==> config.mk <==
export PLATFORM = sky130hd
export DESIGN_NAME = dt_tick_sequencer
export DESIGN_NICKNAME = d
export VERILOG_FILES = /design/src/rtl/dt_tick_sequencer.sv
export SDC_FILE = /design/constraint.sdc
export NUM_CORES = 1
export LEC_CHECK = 0
export ABC_AREA = 1
export CAP_MARGIN = 20
export CORE_AREA = 4 4 99 195
export CTS_CLUSTER_SIZE = 20
export DETAILED_ROUTE_END_ITERATION = 10
export DIE_AREA = 0 0 103 199
export PLACE_DENSITY = 0.82
export RECOVER_POWER = 50
export SLEW_MARGIN = 20
export SYNTH_ARGS = -nofsm -noshare
export SYNTH_HDL_FRONTEND = slang
export SYNTH_SLANG_ARGS = --single-unit
==> constraint.sdc <==
create_clock -name clk_i -period 3.6 [get_ports clk_i]
set_clock_uncertainty 0.05 [all_clocks]
set_input_delay 0.36 -clock clk_i [delete_from_list [all_inputs] [get_ports clk_i]]
set_output_delay 0.36 -clock clk_i [all_outputs]
set_load 0.05 [all_outputs]
==> src/rtl/dt_tick_sequencer.sv <==
// dt_tick_sequencer: credit-based theta issue to the arithmetic chain with a scaled dt tick FIFO
module dt_tick_sequencer #(
  parameter int unsigned THETA_W    = 12,
  parameter int unsigned COLUMNS    = 360,
  parameter int unsigned FRAMES     = 5,
  parameter int unsigned PIPE_W     = 39,
  parameter int unsigned FRAC_SHIFT = 20,
  parameter int unsigned OUT_W      = 16,
  parameter int unsigned DEPTH      = 8
) (
  input  logic               clk_i,
  input  logic               nrst_i,
  input  logic               mode_i,
  input  logic               start_i,
  input  logic               stop_i,
  input  logic               req_valid_i,
  input  logic [THETA_W-1:0] req_theta_i,
  output logic               req_ready_o,
  output logic               pipe_valid_o,
  output logic [THETA_W-1:0] pipe_theta_o,
  input  logic               pipe_valid_i,
  input  logic [PIPE_W-1:0]  pipe_data_i,
  output logic               dt_valid_o,
  input  logic               dt_ready_i,
  output logic [OUT_W-1:0]   dt_o,
  output logic               dt_last_o,
  output logic               frame_o,
  output logic               busy_o,
  output logic               sat_o
);
  localparam int unsigned AW = $clog2(DEPTH);
  localparam int unsigned HW = $clog2(FRAMES + 1);
  localparam int unsigned CW = AW + 2;
  localparam logic [THETA_W-1:0] TH_MAX = THETA_W'(COLUMNS - 1);
  localparam logic [HW-1:0] HS_MAX = HW'(FRAMES - 1);

  typedef enum logic [1:0] {IDLE, EXT, SWEEP, DRAIN} state_t;

  state_t state_q, state_d;
  logic [AW:0] inflight_q, inflight_d, count_q, count_d;
  logic [AW-1:0] wr_q, rd_q, tw_q, tr_q;
  logic [DEPTH-1:0] tag_q;
  logic [OUT_W:0] mem_q [DEPTH];
  logic stg_v_q, stg_last_q;
  logic [OUT_W-1:0] stg_dt_q;
  logic [THETA_W-1:0] th_q, th_d, pipe_theta_q;
  logic dir_q, dir_d, frame_q, frame_d, pipe_valid_q, sat_q;
  logic [HW-1:0] hs_q, hs_d;
  logic [PIPE_W-1:0] s;
  logic credit_ok, start_go, ext_issue, sw_issue, issue, at_end, ret, sat_hit, empty, push, pop;

  // The result stage counts against credit too, so a full FIFO can never see a push without a pop
  assign credit_ok = CW'(inflight_q) + CW'(count_q) + CW'(stg_v_q) < CW'(DEPTH);
  assign start_go  = (state_q == IDLE) & start_i;
  assign req_ready_o = (state_q == EXT) & credit_ok & !stop_i;
  assign ext_issue = req_ready_o & req_valid_i;
  assign sw_issue  = (state_q == SWEEP) & credit_ok & !stop_i;
  assign issue     = ext_issue | sw_issue;
  assign at_end    = dir_q ? th_q == '0 : th_q == TH_MAX;
  assign ret       = pipe_valid_i & (inflight_q != '0);
  assign s         = pipe_data_i >> FRAC_SHIFT;
  assign sat_hit   = (s >> OUT_W) != '0;
  assign empty     = count_q == '0;
  assign push      = stg_v_q;
  assign pop       = !empty & dt_ready_i;
  assign inflight_d = inflight_q + (AW+1)'(issue) - (AW+1)'(ret);
  assign count_d    = count_q + (AW+1)'(push) - (AW+1)'(pop);

  assign pipe_valid_o = pipe_valid_q;
  assign pipe_theta_o = pipe_theta_q;
  assign frame_o      = frame_q;
  assign sat_o        = sat_q;
  assign dt_valid_o   = !empty;
  assign dt_o         = empty ? '0 : mem_q[rd_q][OUT_W-1:0];
  assign dt_last_o    = !empty & mem_q[rd_q][OUT_W];
  assign busy_o       = (state_q != IDLE) | (inflight_q != '0) | stg_v_q | !empty;

  // Mode FSM next state
  always_comb begin
    state_d = state_q;
    case (state_q)
      IDLE:       if (start_i) state_d = mode_i ? SWEEP : EXT;
      EXT, SWEEP: if (stop_i) state_d = DRAIN;
      DRAIN:      if (inflight_q == '0 && !stg_v_q && empty) state_d = IDLE;
      default:    state_d = IDLE;
    endcase
  end

  // Mirrored sweep: endpoint issued twice at each turn, every turn closes one half-sweep
  always_comb begin
    th_d = th_q;
    dir_d = dir_q;
    hs_d = hs_q;
    frame_d = 1'b0;
    if (start_go) begin
      th_d = '0;
      dir_d = 1'b0;
      hs_d = '0;
    end else if (sw_issue && at_end) begin
      dir_d = !dir_q;
      frame_d = hs_q == HS_MAX;
      hs_d = frame_d ? '0 : hs_q + HW'(1);
    end else if (sw_issue) begin
      th_d = dir_q ? th_q - THETA_W'(1) : th_q + THETA_W'(1);
    end
  end

  // FSM state, credit counters and sweep position
  always_ff @(posedge clk_i or negedge nrst_i) begin
    if (!nrst_i) begin
      state_q <= IDLE;
      inflight_q <= '0;
      count_q <= '0;
      th_q <= '0;
      dir_q <= 1'b0;
      hs_q <= '0;
    end else begin
      state_q <= state_d;
      inflight_q <= inflight_d;
      count_q <= count_d;
      th_q <= th_d;
      dir_q <= dir_d;
      hs_q <= hs_d;
    end
  end

  // Registered issue towards the chain, with the last flag queued until the result returns
  always_ff @(posedge clk_i or negedge nrst_i) begin
    if (!nrst_i) begin
      pipe_valid_q <= 1'b0;
      pipe_theta_q <= '0;
      frame_q <= 1'b0;
      tag_q <= '0;
      tw_q <= '0;
    end else begin
      pipe_valid_q <= issue;
      frame_q <= frame_d;
      if (issue) begin
        pipe_theta_q <= ext_issue ? req_theta_i : th_q;
        tag_q[tw_q] <= sw_issue & at_end;
        tw_q <= tw_q + AW'(1);
      end
    end
  end

  // Scale/saturate stage on return, sticky saturation flag and FIFO pointers
  always_ff @(posedge clk_i or negedge nrst_i) begin
    if (!nrst_i) begin
      stg_v_q <= 1'b0;
      stg_dt_q <= '0;
      stg_last_q <= 1'b0;
      tr_q <= '0;
      sat_q <= 1'b0;
      wr_q <= '0;
      rd_q <= '0;
    end else begin
      stg_v_q <= ret;
      if (ret) begin
        stg_dt_q <= sat_hit ? '1 : s[OUT_W-1:0];
        stg_last_q <= tag_q[tr_q];
        tr_q <= tr_q + AW'(1);
      end
      sat_q <= start_go ? 1'b0 : sat_q | (ret & sat_hit);
      if (push) wr_q <= wr_q + AW'(1);
      if (pop) rd_q <= rd_q + AW'(1);
    end
  end

  // FIFO storage; contents are masked by the empty flag so no reset is needed
  always_ff @(posedge clk_i) begin
    if (push) mem_q[wr_q] <= {stg_last_q, stg_dt_q};
  end
endmodule

# After elaboration in Yosys (flattened, before gate mapping)
# Memories as Yosys holds them, arrays and structs flattened.
# Index checks and enable logic that the tools add are counted.
[totals]
output_inout_bits = 35
n_memories = 1
input_bits = 59
register_bits = 79
ramBits = 136
elab_cells = 109
[op_classes]
bitwise = 16
n_lt_le_gt_ge = 4
n_mux = 28
addsub = 13
n_reduce_logical = 20
eq_ne = 9
[mem_list]
columns = ["memory", "words", "width", "read_ports", "rd_ports_with_merged_regs", "write_ports", "line_no", "rtl"]
rows = [
  ["mem_q", 8, 17, 1, 0, 1, "43", "logic [OUT_W:0] mem_q [DEPTH];"],
]
[ops]
columns = ["operator", "n"]
rows = [
  ["12-bit 2-to-1 mux", 5],
  ["39-bit nonzero test", 1],
  ["16-bit 2-to-1 mux", 2],
  ["3-bit by 1-bit adder with 3-bit output (second input constant)", 5],
  ["12-bit by 1-bit adder with 12-bit output (second input constant)", 1],
  ["12-bit by 9-bit == test with 1-bit output (second input constant)", 1],
  ["12-bit zero test", 1],
  ["12-bit by 1-bit subtractor with 12-bit output (second input constant)", 1],
  ["1-bit bitwise AND", 11],
  ["1-bit 2-to-1 mux", 10],
  ["3-bit 2-to-1 mux", 3],
  ["4-bit by 1-bit adder with 4-bit output", 2],
  ["8-bit bitwise mux", 1],
  ["4-bit zero test", 2],
  ["3-bit by 4-bit less-than comparator with 1-bit output (second input constant)", 2],
  ["2-bit 2-to-1 mux", 4],
  ["2-bit != test (second input constant)", 4],
  ["4-bit by 1-bit subtractor with 4-bit output", 2],
  ["2-bit case mux with 3 select lines", 1],
  ["2-bit nonzero test", 3],
  ["4-bit by 4-bit adder with 5-bit output", 1],
  ["5-bit by 1-bit adder with 5-bit output", 1],
  ["5-bit by 4-bit less-than comparator with 1-bit output (second input constant)", 1],
  ["1-bit OR", 5],
  ["13 further kinds", 20],
]

# Depth between registers and ports, before layout
[depth]
word_depth = 9
mapped_depth = 16
depth_no_buf = 15

# Least setup slack after synthesis
# Ideal clock, no wire load.
[synth_path]
path_kind = "register to output"
startpoint = "register count_q[2]"
endpoint = "output port dt_o[10]"
path_buffers = 2
path_slack_ns = 0.714
t_arrival_ns = 2.476
stages_incl_launch_ff = 8
t_required_ns = 3.190
cell_sequence = "dfrtp_1 -> inv_1 -> ha_1 -> nand2_1 -> clkbuf_1 -> clkbuf_1 -> o21ai_0 -> a31oi_1"
[synth_between]
elab_chain_len = 2
[synth_lines]
columns = ["element", "line_no", "rtl"]
rows = [
  ["from (decl)", "40", "logic [AW:0] inflight_q, inflight_d, count_q, count_d;"],
  ["from (signal assigned)", "120", "count_q <= count_d;"],
  ["4-bit zero test", "63", "assign empty = count_q == '0;"],
  ["16-bit 2-to-1 mux", "74", "assign dt_o = empty ? '0 : mem_q[rd_q][OUT_W-1:0];"],
  ["to (decl)", "25", "output logic [OUT_W-1:0] dt_o,"],
]
# Every way passes these cells.

# Worst setup path in the final report
[layout_path]
startpoint = "register rd_q[1]"
endpoint = "output port dt_last_o"
[layout_between]
elab_chain_len = 2
[layout_lines]
columns = ["element", "line_no", "rtl"]
rows = [
  ["from (decl)", "41", "logic [AW-1:0] wr_q, rd_q, tw_q, tr_q;"],
  ["from (signal assigned)", "165", "if (pop) rd_q <= rd_q + AW'(1);"],
  ["memory read 8 x 17 bit", "--", ""],
  ["1-bit bitwise AND", "75", "assign dt_last_o = !empty & mem_q[rd_q][OUT_W];"],
  ["to (decl)", "26", "output logic dt_last_o,"],
]
# Every way passes these cells.

==> results.md <==
• critical-path cell with the highest stage delay: clkinv_1
• violations in the final reports: capacitance limit, slew limit
• Crit. path cell count: 6
• count of input and output buffers: 73
• crit path buf inv count: 3
• clock-pin slew on the worst setup and hold paths: 0.07 ns
• insertion delay of the later-clocked pin in the worst-skew pair: 0.49 ns
• cell at the root of the clock tree: clkbuf_16
• top routing layer in use: met4
• fraction of registers with async set or reset after synthesis: 36.7%
• top fanout value on the critical path: 33
• Max transition margin: -14.6%
• Worst path top cell family by delay: buffers and inverters
• number of buffers created by CTS: 19
• switching part of the total: 40.3%
• average size of a mapped cell: 9.59 um2
• largest vdd supply drop: 430 uV
• routed length per instance: 17.6 um
• CTS resizes: 0
• Overflow after GRT: 0
• number of cells on the worst reg-to-reg path: 12
• via count of the first global-routing pass: 8,101
• Total Routed Length: 23,900 um
• Synth Instances: 1,058
• final core occ: 66.7%
• power density of the placed cells: 854 mW/mm2
• run status: finished, violations left
• drt initial violations: 468
• max-cap violation count: 1
• total met3 wirelength after detailed routing: 1290 um
• synthesized net count: 1,155
• DP HPWL: 16,200 um
• time the worst path needs with I/O delays and setup: 3.27 ns
• leading cell type in the layout, fill and taps excluded: nand2_1
• Hold Violations, Final: 0
• I/O pin count: 94
• clock tree buffer depth: 3
• die extent in x: 103 um
• worst hold path stage count: 2
• crit end category: output pin
• GR Util All Layers: 24.3%
• height of the die: 199 um
• standby leakage power: 4.99 nW
• total power of the final layout: 10.1 mW
• unrepaired setup endpoints after global routing: false
• Num Clock Sinks: 215
• wire length on met2: 13,500 um
• core region area: 0.0178 mm2
• CP required: 3.19 ns
• first-pass GRT wire length: 38,400 um
• FILL cells: 1,285
• GPL Wtd Cong: 1.01
• count of final max-slew check failures: 66
• pin count of the biggest net entering global routing: 70
• effective utilization at floorplan: 57.0%
• clock tree from TritonCTS: built
• Final period util: 90.7%
• commonest cells after routing, fill and taps aside: nand2_1, nor2_1, edfxtp_1, o21ai_0, inv_1
• path type of the worst setup path: reg2out
• row count: 69
• Logic pwr share: 44.4%
• switching power: 4.08 mW
• highest clock frequency the design can meet: 0.306 GHz
• synth warn: 0
• startpoint types: flip-flop
• met1 wire length: 7640 um
• type of the tightest min-delay check: reg2reg
• Syn-to-layout area delta: 16.9%
• actual transition at the worst max-transition pin: 1.72 ns
• number of antenna repair diodes: 0
• Worst Path Arrival: 2.86 ns
• combined area of all synthesized cells: 0.0101 mm2
• # DRC: 0
• post-route antenna net violation count: 0
• final layout net count: 1,227
• sequential fraction of design power: 35.8%
• share of power burned in the clock network: 19.7%
• register bit count reported by yosys: 215
• drt first pass iters: 6
• worst path cell trace: buf_4 -> clkinv_1 -> nor2_1 -> o21ai_0 -> a31oi_1 -> buf_12
• number of different library cells in the post-synthesis netlist: 36
• initial antenna violation count: 0
• fraction of final layout cells with drive strength greater than 1: 6.56%
• routed via count: 7,730
• delay of the slowest critical-path stage: 0.69 ns
• Die Footprint: 0.0205 mm2
• top_reg_cell synth: edfxtp_1
• drt via density: 5.70
• number of H-tree levels: 1
• share of synthesized area occupied by flip-flops and latches: 59.8%
• internal power: 6.05 mW
• number of buffers added for setup after CTS: 0
• Final setup viols: 0
• Setup Total Neg Slack: 0 ns
• number of enable-type register cells in the synthesized netlist: 136
==> stage by stage <==
| step | setup slack [ns] | hold slack, ns | std cells | instance area (um2) |
|---|---|---|---|---|
| after CTS | 0.339 | 0.416 | 1356 | 11900 |
| after global placement | 0.784 | 0.400 | 1321 | 11300 |
| after global routing | 0.162 | 0.450 | 1356 | 11900 |
| after detailed placement | 0.745 | 0.409 | 1321 | 11300 |
| final | 0.334 | 0.426 | 1356 | 11900 |
| after floorplan | 0.714 | 0.0144 | 1058 | 10100 |
==> cell usage after synthesis, drive strengths merged, types with 6 or more instances <==
master  count  share of area [%]
edfxtp    136                 40
buf        20                1.2
o21ai     129                6.4
a31oi      19                1.2
nand3b     13               0.96
xor2        8               0.69
dfrtp      79                 19
clkbuf     23               0.85
nand3      57                2.9
xnor2       7               0.60
nand2     220                8.2
ha         35                4.3
inv        87                3.2
nor2      198                7.6
nand4       6               0.52
==> logic make-up after synthesis <==
| logic type | count (synthesis) | share of synthesized area (%) |
|---|---|---|
| AND/OR/NAND/NOR | 501 | 20.7 |
| flip-flops | 215 | 59.8 |
| AO/OA/AOI/OAI | 157 | 8.07 |
| buffers and inverters | 132 | 5.30 |
| adder cells (fa/ha/maj) | 38 | 4.91 |
| XOR/XNOR | 15 | 1.30 |
==> path summary, 6_finish.rpt <==
check,end,start,slack (ns)
max reg2reg,inflight_q[1],inflight_q[2],0.39
max in group asynchronous,th_q[7],nrst_i,1.19
max,dt_last_o,rd_q[1],0.33
min in group asynchronous,th_q[10],nrst_i,0.80
min reg2reg,tag_q[1],tag_q[1],0.43
min,tag_q[1],tag_q[1],0.43
==> metal layers <==
layer | global-route usage, % | up-vias
met5 | 0 | -
met4 | 14.7 | 0
met3 | 2.14 | 101
met2 | 46.8 | 304
met1 | 23.8 | 3670
li1 | - | 3655
==> final cells by class <==
class	instances	area, um2	share of cell area, %
inverter	89	334	2.82
timing repair buffer	94	1040	8.81
tap	213	267	2.25
clock buffer	26	502	4.23
sequential	215	6060	51.1
clock inverter	8	100	0.844
multi-input combinational	711	3540	29.9
==> power groups by stage <==
stage,Sequential (mW),Clock [mW],Combinational (mW)
floorplan,3.67,0,2.70
global placement,3.62,0,4.35
detailed placement,3.66,0,4.49
CTS,3.62,2.02,4.53
global route,3.68,2.11,4.90
finish,3.63,2.00,4.50
==> registers in the layout, indices dropped and copies added (netlist names), 4 cells and up <==
name,flops
stg_dt_q,16
count_q,4
mem_q,136
th_q,12
inflight_q,4
pipe_theta_o,12
tag_q,8
==> repair_timing <==
item,in CTS,in global routing
hold buffers,1,0
endpoints found under the setup margin,0,0
endpoints found under the hold margin,64,0
==> tightest hold or removal path: stages, from the launching register on <==
cell and delay [ns]:
dfrtp_1 0.35, nand2_1 0.05, nand2_1 0.05
No activity file was read; power rests on OpenSTA's default activity.
